$ cat config.mk
export PLATFORM = sky130hd
export DESIGN_NAME = ok_wire_master
export DESIGN_NICKNAME = d
export VERILOG_FILES = /design/src/rtl/ok_wire_master.sv
export SDC_FILE = /design/constraint.sdc
export NUM_CORES = 1
export LEC_CHECK = 0
export BUFFER_PORTS_ARGS = -buffer_cell sky130_fd_sc_hd__buf_2
export CAP_MARGIN = 0
export CORE_UTILIZATION = 41
export CTS_BUF_LIST = sky130_fd_sc_hd__clkbuf_16
export DETAILED_ROUTE_END_ITERATION = 7
export GPL_ROUTABILITY_DRIVEN = 1
export PLACE_DENSITY_LB_ADDON = 0.1
export SYNTH_ARGS = -nofsm -noshare
export SYNTH_HDL_FRONTEND = slang
export SYNTH_SLANG_ARGS = --single-unit
$ cat constraint.sdc
create_clock -name ti_clk -period 4.2 [get_ports ti_clk]
set_input_delay 0.21 -clock ti_clk [delete_from_list [all_inputs] [get_ports ti_clk]]
set_output_delay 0.21 -clock ti_clk [all_outputs]
set_load 0.02 [all_outputs]
$ cat src/rtl/ok_wire_master.sv
// ok_wire_master
//   Single-command host-side master for an ok1/ok2 style endpoint bus.
//   A command (WRITE, READ, UPDATE, CAPTURE) is accepted through a
//   valid/ready handshake and turned into a one-cycle strobe on ok1.
//   READs then wait up to TIMEOUT cycles for ok2[16] and report the result
//   as a one-cycle rsp_valid pulse; rsp_err flags a timeout.
//
// Ports
//   ti_clk     in   1   clock, rising edge
//   ti_rst_n   in   1   asynchronous active-low reset
//   cmd_valid  in   1   command offered
//   cmd_ready  out  1   command accepted when cmd_valid && cmd_ready on an edge
//   cmd_op     in   2   0 WRITE, 1 READ, 2 UPDATE, 3 CAPTURE
//   cmd_addr   in   8   endpoint address
//   cmd_data   in   16  write data
//   ok1        out  31  [15:0] data, [23:16] addr, [24] wr, [25] rd,
//                       [26] wire_in_update, [27] wire_out_capture
//   ok2        in   17  [15:0] data, [16] valid
//   rsp_valid  out  1   one-cycle read result pulse
//   rsp_data   out  16  read data, held until the next rsp_valid
//   rsp_err    out  1   1 = read timed out (rsp_data = 0)
//   busy       out  1   high whenever the FSM is not in IDLE
//
// All outputs come straight from registers that are updated together with
// the state register, so every output reflects the state being occupied.
module ok_wire_master #(
  parameter int TIMEOUT = 15
) (
  input  logic        ti_clk,
  input  logic        ti_rst_n,
  input  logic        cmd_valid,
  output logic        cmd_ready,
  input  logic [1:0]  cmd_op,
  input  logic [7:0]  cmd_addr,
  input  logic [15:0] cmd_data,
  output logic [30:0] ok1,
  input  logic [16:0] ok2,
  output logic        rsp_valid,
  output logic [15:0] rsp_data,
  output logic        rsp_err,
  output logic        busy
);

  typedef enum logic [2:0] {
    S_IDLE      = 3'd0,
    S_WRITE     = 3'd1,
    S_UPDATE    = 3'd2,
    S_CAPTURE   = 3'd3,
    S_READ_REQ  = 3'd4,
    S_READ_WAIT = 3'd5,
    S_RESP      = 3'd6
  } state_t;

  localparam logic [7:0] TIMEOUT_C = 8'(TIMEOUT);

  state_t      r_state;
  logic [3:0]  r_strb;      // {capture, update, read, write}
  logic [7:0]  r_addr;
  logic [15:0] r_data;
  logic [7:0]  r_cnt;
  logic        r_cmd_ready;
  logic        r_rsp_valid;
  logic [15:0] r_rsp_data;
  logic        r_rsp_err;
  logic        r_busy;
  logic [7:0]  w_cnt_nxt;

  assign w_cnt_nxt = r_cnt + 8'd1;

  assign ok1       = {3'b000, r_strb, r_addr, r_data};
  assign cmd_ready = r_cmd_ready;
  assign rsp_valid = r_rsp_valid;
  assign rsp_data  = r_rsp_data;
  assign rsp_err   = r_rsp_err;
  assign busy      = r_busy;

  // Command FSM with all outputs registered alongside the state.
  always_ff @(posedge ti_clk or negedge ti_rst_n) begin
    if (!ti_rst_n) begin
      r_state     <= S_IDLE;
      r_strb      <= 4'b0000;
      r_addr      <= 8'h00;
      r_data      <= 16'h0000;
      r_cnt       <= 8'h00;
      r_cmd_ready <= 1'b0;
      r_rsp_valid <= 1'b0;
      r_rsp_data  <= 16'h0000;
      r_rsp_err   <= 1'b0;
      r_busy      <= 1'b0;
    end else begin
      // Strobes and the response pulse last one cycle unless re-armed below.
      r_strb      <= 4'b0000;
      r_addr      <= 8'h00;
      r_data      <= 16'h0000;
      r_rsp_valid <= 1'b0;
      r_rsp_err   <= 1'b0;
      case (r_state)
        S_IDLE: begin
          // cmd_ready is still low on the first edge after reset release.
          if (r_cmd_ready && cmd_valid) begin
            r_cmd_ready <= 1'b0;
            r_busy      <= 1'b1;
            case (cmd_op)
              2'd0: begin
                r_state <= S_WRITE;
                r_strb  <= 4'b0001;
                r_addr  <= cmd_addr;
                r_data  <= cmd_data;
              end
              2'd1: begin
                r_state <= S_READ_REQ;
                r_strb  <= 4'b0010;
                r_addr  <= cmd_addr;
              end
              2'd2: begin
                r_state <= S_UPDATE;
                r_strb  <= 4'b0100;
              end
              default: begin
                r_state <= S_CAPTURE;
                r_strb  <= 4'b1000;
              end
            endcase
          end else begin
            r_cmd_ready <= 1'b1;
            r_busy      <= 1'b0;
          end
        end
        S_WRITE, S_UPDATE, S_CAPTURE, S_RESP: begin
          r_state     <= S_IDLE;
          r_cmd_ready <= 1'b1;
          r_busy      <= 1'b0;
        end
        S_READ_REQ: begin
          // ok2 is deliberately not looked at here.
          r_state <= S_READ_WAIT;
          r_cnt   <= 8'h00;
        end
        S_READ_WAIT: begin
          if (ok2[16]) begin
            // Valid wins even on the edge the counter would time out.
            r_state     <= S_RESP;
            r_rsp_valid <= 1'b1;
            r_rsp_data  <= ok2[15:0];
            r_rsp_err   <= 1'b0;
          end else if (w_cnt_nxt == TIMEOUT_C) begin
            r_state     <= S_RESP;
            r_cnt       <= w_cnt_nxt;
            r_rsp_valid <= 1'b1;
            r_rsp_data  <= 16'h0000;
            r_rsp_err   <= 1'b1;
          end else begin
            r_cnt <= w_cnt_nxt;
          end
        end
        default: begin
          r_state     <= S_IDLE;
          r_cmd_ready <= 1'b0;
          r_busy      <= 1'b0;
        end
      endcase
    end
  end

endmodule
# --- Yosys cells after proc, flatten, opt, wreduce, memory -nomap -nowiden ---
# Index checks and enable logic that the tools add are counted.
totals:
  reg_bits: 59
  latch_bits: 0
  mem_bits_rw: 0
  rom_bits: 0
  input_bits: 46
  output_inout_bits: 51
  elab_cells: 61
  memories: 0
op_classes:
  n_addsub: 1
  n_mul: 0
  n_div: 0
  order_cmp: 0
  n_eq_ne: 12
  shift: 0
  n_mux: 27
  bitwise: 0
  reduce_logical: 11
ops:
  columns: ["cell", "count"]
  rows:
  - ["16-bit 2-to-1 mux", 5]
  - ["8-bit 2-to-1 mux", 4]
  - ["3-bit one-hot mux with 3 select lines", 2]
  - ["8-bit one-hot mux with 2 select lines", 1]
  - ["4-bit one-hot mux with 3 select lines", 1]
  - ["3-bit == test (second input constant)", 3]
  - ["3-bit 2-to-1 mux", 3]
  - ["8-bit by 1-bit adder with 8-bit output (second input constant)", 1]
  - ["8-bit by 4-bit == test with 1-bit output (second input constant)", 1]
  - ["4-bit 2-to-1 mux", 2]
  - ["1-bit 2-to-1 mux", 7]
  - ["3-bit by 2-bit == test with 1-bit output (second input constant)", 2]
  - ["2-bit AND reduction", 3]
  - ["2-bit != test (second input constant)", 2]
  - ["2-bit nonzero test", 2]
  - ["2-bit OR reduction", 2]
  - ["4-bit OR reduction", 1]
  - ["3-bit by 1-bit == test with 1-bit output (second input constant)", 1]
  - ["3-bit logical NOT", 1]
  - ["3-bit != test (second input constant)", 1]
  - ["1-bit one-hot mux with 3 select lines", 1]
  - ["2-bit by 1-bit == test with 1-bit output (second input constant)", 1]
  - ["2-bit == test (second input constant)", 1]
  - ["2-bit logical NOT", 1]
  - ["other kinds (2)", 2]

# --- Depth between registers and ports, before layout ---
# Gate-level depths: netlist of run 1.
depth:
  depth_word: 5
  ltp_mapped: 7

# --- Least setup slack after synthesis of run 1 ---
# Ideal clock, no wire load.
synth_path:
  kind: "reg-to-reg"
  from: "register r_cnt[0]"
  to: "register r_rsp_data[10], in the netlist rsp_data[10]"
  t_arrival_ns: 1.368
  required_time_ns: 4.076
  setup_slack_ns: 2.708
  path_stages_with_launch: 7
  period_less_slack_ns: 1.492
  cell_sequence: "dfrtp_1 -> ha_1 -> xor2_1 -> nand4b_1 -> nor2_4 -> buf_4 -> o21ai_1"
synth_between:
  elab_chain_cells: 4
synth_rtl:
  columns: ["element", "line_no", "rtl"]
  rows:
  - ["start: declaration", "60", "logic [7:0] r_cnt;"]
  - ["start signal: assignment", "148", "r_cnt <= w_cnt_nxt;"]
  - ["start signal: assignment", "153", "r_cnt <= w_cnt_nxt;"]
  - ["8-bit by 1-bit adder with 8-bit output", "68", "assign w_cnt_nxt = r_cnt + 8'd1;"]
  - ["8-bit by 4-bit == test with 1-bit output", "146", "end else if (w_cnt_nxt == TIMEOUT_C) begin"]
  - ["2-bit nonzero test (no line)", null, null]
  - ["2-bit AND reduction (no line)", null, null]
  - ["end signal: assignment", "144", "r_rsp_data <= ok2[15:0];"]
  - ["end: declaration", "63", "logic [15:0] r_rsp_data;"]
# No other way between the ends.
# A chain may end at the register's enable or synchronous reset.

# --- Worst setup path in the final report of run 1 ---
layout_path:
  from: "register r_state[1]"
  to: "register r_cnt[6]"
layout_between:
  elab_chain_cells: 3
  word_cells_on_any_way: 6
  cone_classes: "eq/ne: 3; mux: 1; reduce/logical: 2"
layout_rtl:
  columns: ["element", "line_no", "rtl"]
  rows:
  - ["start: declaration", "56", "state_t r_state;"]
  - ["start signal: assignment", "80", "r_state <= S_IDLE;"]
  - ["start signal: assignment", "105", "r_state <= S_WRITE;"]
  - ["start signal: assignment", "111", "r_state <= S_READ_REQ;"]
  - ["3-bit == test", "97", "case (r_state)"]
  - ["2-bit != test (no line) or 2-bit nonzero test (tied branches)", null, null]
  - ["2-bit AND reduction (no line)", null, null]
# Parallel ways exist; a longest one is shown, timed or not.

==> out/summary.log, run 1 <==
qor: run_status.outcome complete, no violations
qor: critical_path.start_kind flip-flop
qor: timing.number_of_pins_exceeding_their_max_slew_limit_in_the_final_report 0
qor: critical_path.timing.critical_path.to_type flip-flop
qor: critical_path.timing.reg2reg.setup_slack 2.31 ns
qor: synthesis.synthXorXnorAreaFrac 1.299%
qor: routing.drc 0
qor: timing.fin_setup_tns 0 ns
qor: place.finalWeightedCongestion 0.7781
qor: synthesis.post_synthesis_area_per_instance 10.75 sq um
qor: synthesis.synth.distinct_cells 37
qor: cells_and_area.fraction_of_final_layout_cells_with_drive_strength_greater_than_1 32.84%
qor: synthesis.synth.mux.area_fraction 0%
qor: cts.cts_tree done
qor: timing.final_hold_viol_count 0
qor: critical_path.critPathMaxFanout 17
qor: cts.postCtsSetupBuffers 0
qor: routing.detail_route.iter0.violations 55
qor: timing.setup_violations 0
qor: synthesis.syn_area 2601 sq um
qor: routing.drt.antenna.violating_nets 0
qor: floorplan.floorplan.initialDensity 43.17%
qor: grt.grt_first_pass_wirelength 8631 um
qor: cts.clkSinkCount 59
qor: synthesis.ys_top_cells_by_area dfrtp_1 (57%), and2_1 (6.5%), and3_1 (4.3%), nand2b_1 (4.1%), o21ai_0 (4.0%)
qor: timing.worst-slew-pin-transition 0.7264 ns
qor: synthesis.ys_warn_count 0
qor: synthesis.ys.flop_type dfrtp_1
qor: place.io_buffers 93
qor: floorplan.std_cell_rows 28
qor: critical_path.timing.critical_path.from r_state[1]
qor: cts.cts.htree.levels 3
qor: synthesis.synthCells 242
qor: synthesis.yosys.area.top_type_share 56.76%
qor: floorplan.floorplan.die.height 81.65 um
qor: routing.drt_pass1_iterations 4
qor: critical_path.reg2reg_from r_state[1]
qor: grt.pin_count_of_the_biggest_net_entering_global_routing 60
qor: critical_path.critical_path.reg2reg.endpoint r_cnt[6]
qor: synthesis.dominant_combinational_cell_family_by_area_after_synthesis simple AND/OR/NAND/NOR gates
qor: cells_and_area.n_antenna_cell 0
qor: grt.first_global_vias 1,918
qor: timing.setup_repair_after_global_routing_missed_its_margin no
qor: critical_path.cp_data_arrival_time 2.12 ns
qor: cells_and_area.n_fill_cell 552
qor: synthesis.synth-compound-area-share 11.93%
qor: timing.maxSlewHeadroom 51.57%
qor: timing.post-route-worst-setup-slack 2.313 ns
qor: routing.dr_total_vias 2,021
qor: synthesis.synthAdderAreaFrac 2.886%
qor: cts.count_of_cells_resized_by_post_cts_repair 0
qor: cts.number_of_buffers_added_by_the_clock_tree_synthesis_step 9
qor: critical_path.start_to_end_type_of_the_worst_setup_path flip-flop to flip-flop
qor: floorplan.die_area 6667 sq um
qor: routing.detail_route.vias_per_cell 4.893
qor: timing.final_period_minus_worst_setup_slack 1.887 ns
qor: cells_and_area.fin_nets 386
qor: place.pre_cts_slack 2.281 ns
qor: grt.total_global_routing_track_utilization 17.61%
qor: cts.postCtsHoldBufs 0
qor: power.static-leakage-power 1.773 nW
qor: cts.ctsLongestPathBuffers 2
qor: power.ir_drop 262.8 uV
qor: critical_path.rr_worst_depth 4
qor: floorplan.placeableCoreArea 6026 sq um
qor: routing.routed_wire_length_per_instance 12.64 um
qor: power.p_per_area 530.3 nW/um^2
qor: timing.final.period_utilization 44.94%
qor: timing.max_freq 0.5298 GHz
qor: floorplan.chipWidth 81.65 um
qor: synthesis.synth_seq_cells 59
qor: min_path.worst_hold_path_type primary input to async pin
qor: cells_and_area.syn_to_final_growth 28.91%
qor: routing.totalWireLength 5219 um
qor: cts.worst_setup_hold_path_clk_slew 0.05 ns
qor: synthesis.post_synth_and_or_nand_nor_area_fraction 22.61%
qor: synthesis.post-synth-top-area-cell dfrtp_1
qor: cts.clkLatencyLatePin 0.32 ns
qor: synthesis.synth.yosys.seq_area_share 56.76%
qor: timing.fin_skew 0.007620 ns
qor: grt.antenna_found_initial 0
qor: synthesis.ys_async_sr_fraction 100.0%
qor: floorplan.io-pin-count 97
qor: critical_path.worst_ep_required_time 4.43 ns
qor: grt.grt-ovfl-total 0
qor: synthesis.number_of_flops_mapped_to_enable_cells_by_yosys 0
qor: cells_and_area.multi_input_comb_area 1018 sq um
qor: run.max-cap-violations 0
qor: cts.clk_root_buffer_cell clkbuf_16
qor: cells_and_area.seqCellArea 1476 sq um
qor: place.placed_wire_length_estimate_after_detailed_placement 3501 um
cells in the final DEF, fill, tap and decap left out, types with 2 or more instances in the layout:
cell | Yosys | routed
and3_1 | 18 | 18
clkbuf_16 | 0 | 9
nor3_1 | 2 | 2
inv_1 | 4 | 7
nand3_1 | 2 | 2
nor2_1 | 6 | 6
dfrtp_1 | 59 | 59
buf_2 | 4 | 93
conb_1 | 1 | 3
and2_1 | 27 | 27
o21ai_0 | 21 | 21
nand2b_1 | 17 | 17
clkinv_2 | 0 | 2
o21a_1 | 2 | 2
a21oi_1 | 19 | 19
nor3_4 | 2 | 2
ha_1 | 6 | 6
nand2_1 | 13 | 13
xor2_1 | 2 | 2
o21ai_1 | 10 | 10
final cells by class:
| type | instances | share of cell area (%) |
|---|---|---|
| timing repair buffer | 94 | 14.10 |
| clock buffer | 9 | 6.716 |
| inverter | 4 | 0.4478 |
| clock inverter | 6 | 1.530 |
| sequential | 59 | 44.03 |
| tap | 75 | 2.799 |
| multi-input combinational | 166 | 30.37 |
registers in the layout, indices dropped and copies added (netlist names):
| register | count |
|---|---|
| r_strb | 4 |
| r_cnt | 8 |
| r_state | 3 |
| busy | 1 |
| rsp_data | 16 |
| cmd_ready | 1 |
| r_data | 16 |
| r_addr | 8 |
| rsp_err | 1 |
| rsp_valid | 1 |
cells in the mapped netlist (all sizes together) (4+ instances only):
cell	instances
clkbuf	4
nand2	13
a21oi	19
ha	6
buf	11
and3	18
inv	4
and2	27
nor3	4
dfrtp	59
nor2	7
o21ai	31
nand2b	17
per-layer routing:
layer | up-vias | track usage [%] | share of wire (%)
li1 | 996 | - | -
met1 | 947 | 20.63 | 45
met4 | 0 | 8.947 | 1.7
met2 | 70 | 28.92 | 46
met5 | - | 0 | 0
met3 | 8 | 5.667 | 6.9
critical path, cell delays in order (launching register included):
cell and delay (ns):
dfrtp_1 0.49, nand3b_1 0.63, nor2_1 0.42, nand4_1 0.12
o21ai_0 0.15
cell families (layout without fill, tap and decap cells):
logic type               Yosys count  in the layout
flip-flops                        59             59
AND/OR/NAND/NOR                   96             96
buffers and inverters             19            113
other                              1              3
adder cells (fa/ha/maj)            6              6
XOR/XNOR                           3              3
AO/OA/AOI/OAI                     58             58
per-stage QoR:
| step | utilization, % | hold WS [ns] | power, mW | instance area [sq um] | instances |
|---|---|---|---|---|---|
| detailed placement | 51.06 | 0.4108 | 1.119 | 3077 | 398 |
| CTS | 55.65 | 0.07461 | 1.801 | 3353 | 413 |
| global route | 55.65 | 0.08948 | 1.884 | 3353 | 413 |
| global placement | 51.06 | 0.4100 | 1.112 | 3077 | 398 |
| finish | 55.65 | 0.03094 | 1.778 | 3353 | 413 |
| floorplan | - | -0.08559 | 0.9919 | 2609 | 244 |
where the power goes:
part	internal, mW	switching (mW)	leakage, nW
combinational	0.151	0.240	0.891
sequential	0.648	0.0668	0.733
clock	0.445	0.228	0.149
total	1.24	0.534	1.77
worst max-delay path by stage:
stage	slack (ns)	end
floorplan	2.71	rsp_data[10]
global placement	2.32	r_cnt[6]
detailed placement	2.28	r_cnt[6]
CTS	2.29	r_cnt[6]
global route	2.05	r_cnt[6]
finish	2.31	r_cnt[6]
Power figures use the tool's default switching activity.
==> run 2, diff against run 1 <==
==> constraint.sdc (replaced) <==
create_clock -name ti_clk -period 1.9 [get_ports ti_clk]
set_input_delay 0.095 -clock ti_clk [delete_from_list [all_inputs] [get_ports ti_clk]]
set_output_delay 0.095 -clock ti_clk [all_outputs]
set_load 0.02 [all_outputs]
==> out/summary.log, run 2 (synthesized netlist as in run 1, its figures left out) <==
qor: min_path.worst_hold_path_type primary input to flip-flop
qor: cts.clkSinkCount 59 [unchanged]
qor: floorplan.floorplan.initialDensity 43.17% [unchanged]
qor: timing.fin_skew 0.006726 ns [-0.0008937 ns]
qor: timing.final_hold_viol_count 0 [unchanged]
qor: cts.postCtsHoldBufs 25 [+25]
qor: critical_path.crit_path_max_incr_delay 0.55 ns [-0.08 ns]
qor: cells_and_area.n_antenna_cell 0 [unchanged]
qor: cells_and_area.fraction_of_final_layout_cells_with_drive_strength_greater_than_1 31.61% [-1.2 points]
qor: routing.dr_total_vias 2,146 [+6.2%]
qor: power.power.total 4.165 mW [+130%]
qor: cells_and_area.layout_common_cells buf_2 (93), dfrtp_1 (59), and2_1 (27)
qor: cts.count_of_cells_resized_by_post_cts_repair 0 [unchanged]
qor: cells_and_area.fin_nets 414 [+7.3%]
qor: floorplan.std_cell_rows 28 [unchanged]
qor: power.seq_power_share 38.0% [-2.2 points]
qor: timing.final.period_utilization 83.92% [+39 points]
qor: floorplan.io-pin-count 97 [unchanged]
qor: cts.cts.htree.levels 3 [unchanged]
qor: power.p_per_area 1131 nW/um^2 [+110%]
qor: critical_path.cp_data_arrival_time 1.84 ns [-0.28 ns]
qor: cells_and_area.most_common_library_cell_in_the_layout_ignoring_fill_and_taps buf_2
qor: routing.drc 0 [unchanged]
qor: place.place.detailed.instances 401 [+0.75%]
qor: cts.ctsLongestPathBuffers 2 [unchanged]
qor: timing.number_of_pins_exceeding_their_max_slew_limit_in_the_final_report 0 [unchanged]
qor: run.max-cap-violations 0 [unchanged]
qor: routing.drt_pass1_iterations 4 [unchanged]
qor: floorplan.placeableCoreArea 6026 sq um [unchanged]
qor: power.total_switching_power 1.229 mW [+130%]
qor: power.comb_power_share 22.1% [about the same]
qor: power.p_int 2.937 mW [+140%]
qor: cells_and_area.final-instance-count-excl-fill 442 [+7.0%]
qor: cells_and_area.syn_to_final_growth 41.56%
qor: grt.grt_first_pass_wirelength 9183 um [+6.4%]
qor: cts.cts_tree done
qor: critical_path.cp_cell_sequence nand4bb_1 -> a31oi_1 -> o21ai_0 -> o21ai_0
qor: floorplan.chipWidth 81.65 um [unchanged]
qor: cts.number_of_buffers_added_by_the_clock_tree_synthesis_step 9 [unchanged]
qor: cts.clk_root_buffer_cell clkbuf_16
qor: power.swShare 29.49% [-0.55 points]
qor: critical_path.timing.reg2reg.setup_slack 0.31 ns [-2.01 ns]
qor: timing.final_period_minus_worst_setup_slack 1.595 ns [-0.2929 ns]
qor: place.placed_wire_length_estimate_after_detailed_placement 3636 um [+3.8%]
qor: cells_and_area.n_fill_cell 516 [-6.5%]
qor: grt.total_global_routing_track_utilization 18.79% [+1.2 points]
qor: critical_path.worst_ep_required_time 2.14 ns [-2.29 ns]
qor: cts.clkLatencyLatePin 0.32 ns [about the same]
qor: routing.routed_wire_length_per_instance 12.85 um [+1.7%]
qor: routing.detail_route.vias_per_cell 4.855 [-0.78%]
qor: timing.hold_slack 0.1147 ns [+0.08381 ns]
qor: timing.maxSlewHeadroom 65.58% [+14 points]
qor: critical_path.timing.critical_path.to_type flip-flop
qor: timing.fin_setup_tns 0 ns [unchanged]
qor: routing.totalWireLength 5680 um [+8.8%]
qor: timing.setup_violations 0 [unchanged]
qor: timing.setup_repair_after_global_routing_missed_its_margin no
qor: routing.drt.antenna.violating_nets 0 [unchanged]
qor: grt.pin_count_of_the_biggest_net_entering_global_routing 42 [-30%]
qor: routing.detail_route.iter0.violations 104 [+89%]
qor: run_status.outcome complete, no violations
qor: cts.worst_setup_hold_path_clk_slew 0.05 ns [about the same]
qor: critical_path.critPathMaxFanout 12 [-5]
qor: place.io_buffers 93 [unchanged]
qor: cts.postCtsSetupBuffers 0 [unchanged]
qor: critical_path.start_to_end_type_of_the_worst_setup_path flip-flop to flip-flop
qor: grt.antenna_found_initial 0 [unchanged]
qor: timing.max_freq 0.6271 GHz [+18%]
qor: power.pwr-share-clk 39.9% [+2.1 points]
qor: floorplan.floorplan.die.height 81.65 um [unchanged]
qor: grt.grt-ovfl-total 0 [unchanged]
qor: critical_path.worst_path_most_repeated_cell o21ai_0
qor: critical_path.slowest_stage nand4bb_1
qor: power.ir_drop 691.9 uV [+160%]
qor: critical_path.start_kind flip-flop
qor: timing.worst-slew-pin-transition 0.5164 ns [-0.2100 ns]
qor: floorplan.die_area 6667 sq um [unchanged]
qor: place.finalWeightedCongestion 0.7676 [-1.3%]
qor: power.static-leakage-power 1.904 nW [+7.4%]
qor: grt.first_global_vias 2,023 [+5.5%]
run 2: cell count changes in the layout (fill, tap and decap cells not counted), sizes merged:
cell         before  now
bufinv            1    2
clkinv            2    5
buf              94   97
dlygate4sd3       0   25
inv               7    4
run 2: layout make-up:
cell class                 instances  area (sq um)  area share [%]
sequential                        59          1476           40.10
inverter                           4         15.01          0.4077
tap                               75         93.84           2.548
clock buffer                       9         225.2           6.116
clock inverter                     7         82.58           2.243
timing repair buffer             122         770.7           20.93
multi-input combinational        166          1018           27.66
run 2: through the flow:
stage               util (%)  area (sq um)  setup WS (ns)
global route           61.11          3682        0.09018
detailed placement     51.85          3124         0.3043
global placement       51.85          3124         0.3412
finish                 61.11          3682         0.3055
floorplan                  -          2609         0.4085
CTS                    61.11          3682         0.3029
run 2: final timing paths:
kind	endpoint	depth (start not counted)	start
max in group asynchronous	r_state[0]	3	ti_rst_n
min in group asynchronous	rsp_data[15]	2	ti_rst_n
min	rsp_data[3]	4	ok2[3]
max	r_cnt[6]	4	r_state[1]
min reg2reg	r_cnt[7]	1	r_cnt[7]
max reg2reg	r_cnt[6]	4	r_state[1]
run 2: routing by layer:
metal / GRT usage (%) / vias up / wire (um)
li1: - / 1055 / -
met1: 23.45 / 1014 / 2588
met2: 30.00 / 69 / 2675
met3: 5.000 / 8 / 314
met4: 9.474 / 0 / 101
met5: 0 / - / 0
run 2: power groups by stage:
| stage | registers [mW] | clock network, mW | logic (mW) |
|---|---|---|---|
| after global routing | 1.61 | 1.76 | 1.02 |
| final | 1.58 | 1.66 | 0.919 |
| after global placement | 1.59 | 0 | 0.875 |
| after CTS | 1.58 | 1.70 | 0.932 |
| after floorplan | 1.73 | 0 | 0.458 |
| after detailed placement | 1.60 | 0 | 0.885 |
run 2: worst max-delay path: cells and delay by family (launching register included):
family          cells  cell delay, ns
compound gates      3            0.48
flops               1            0.49
simple gates        1            0.55
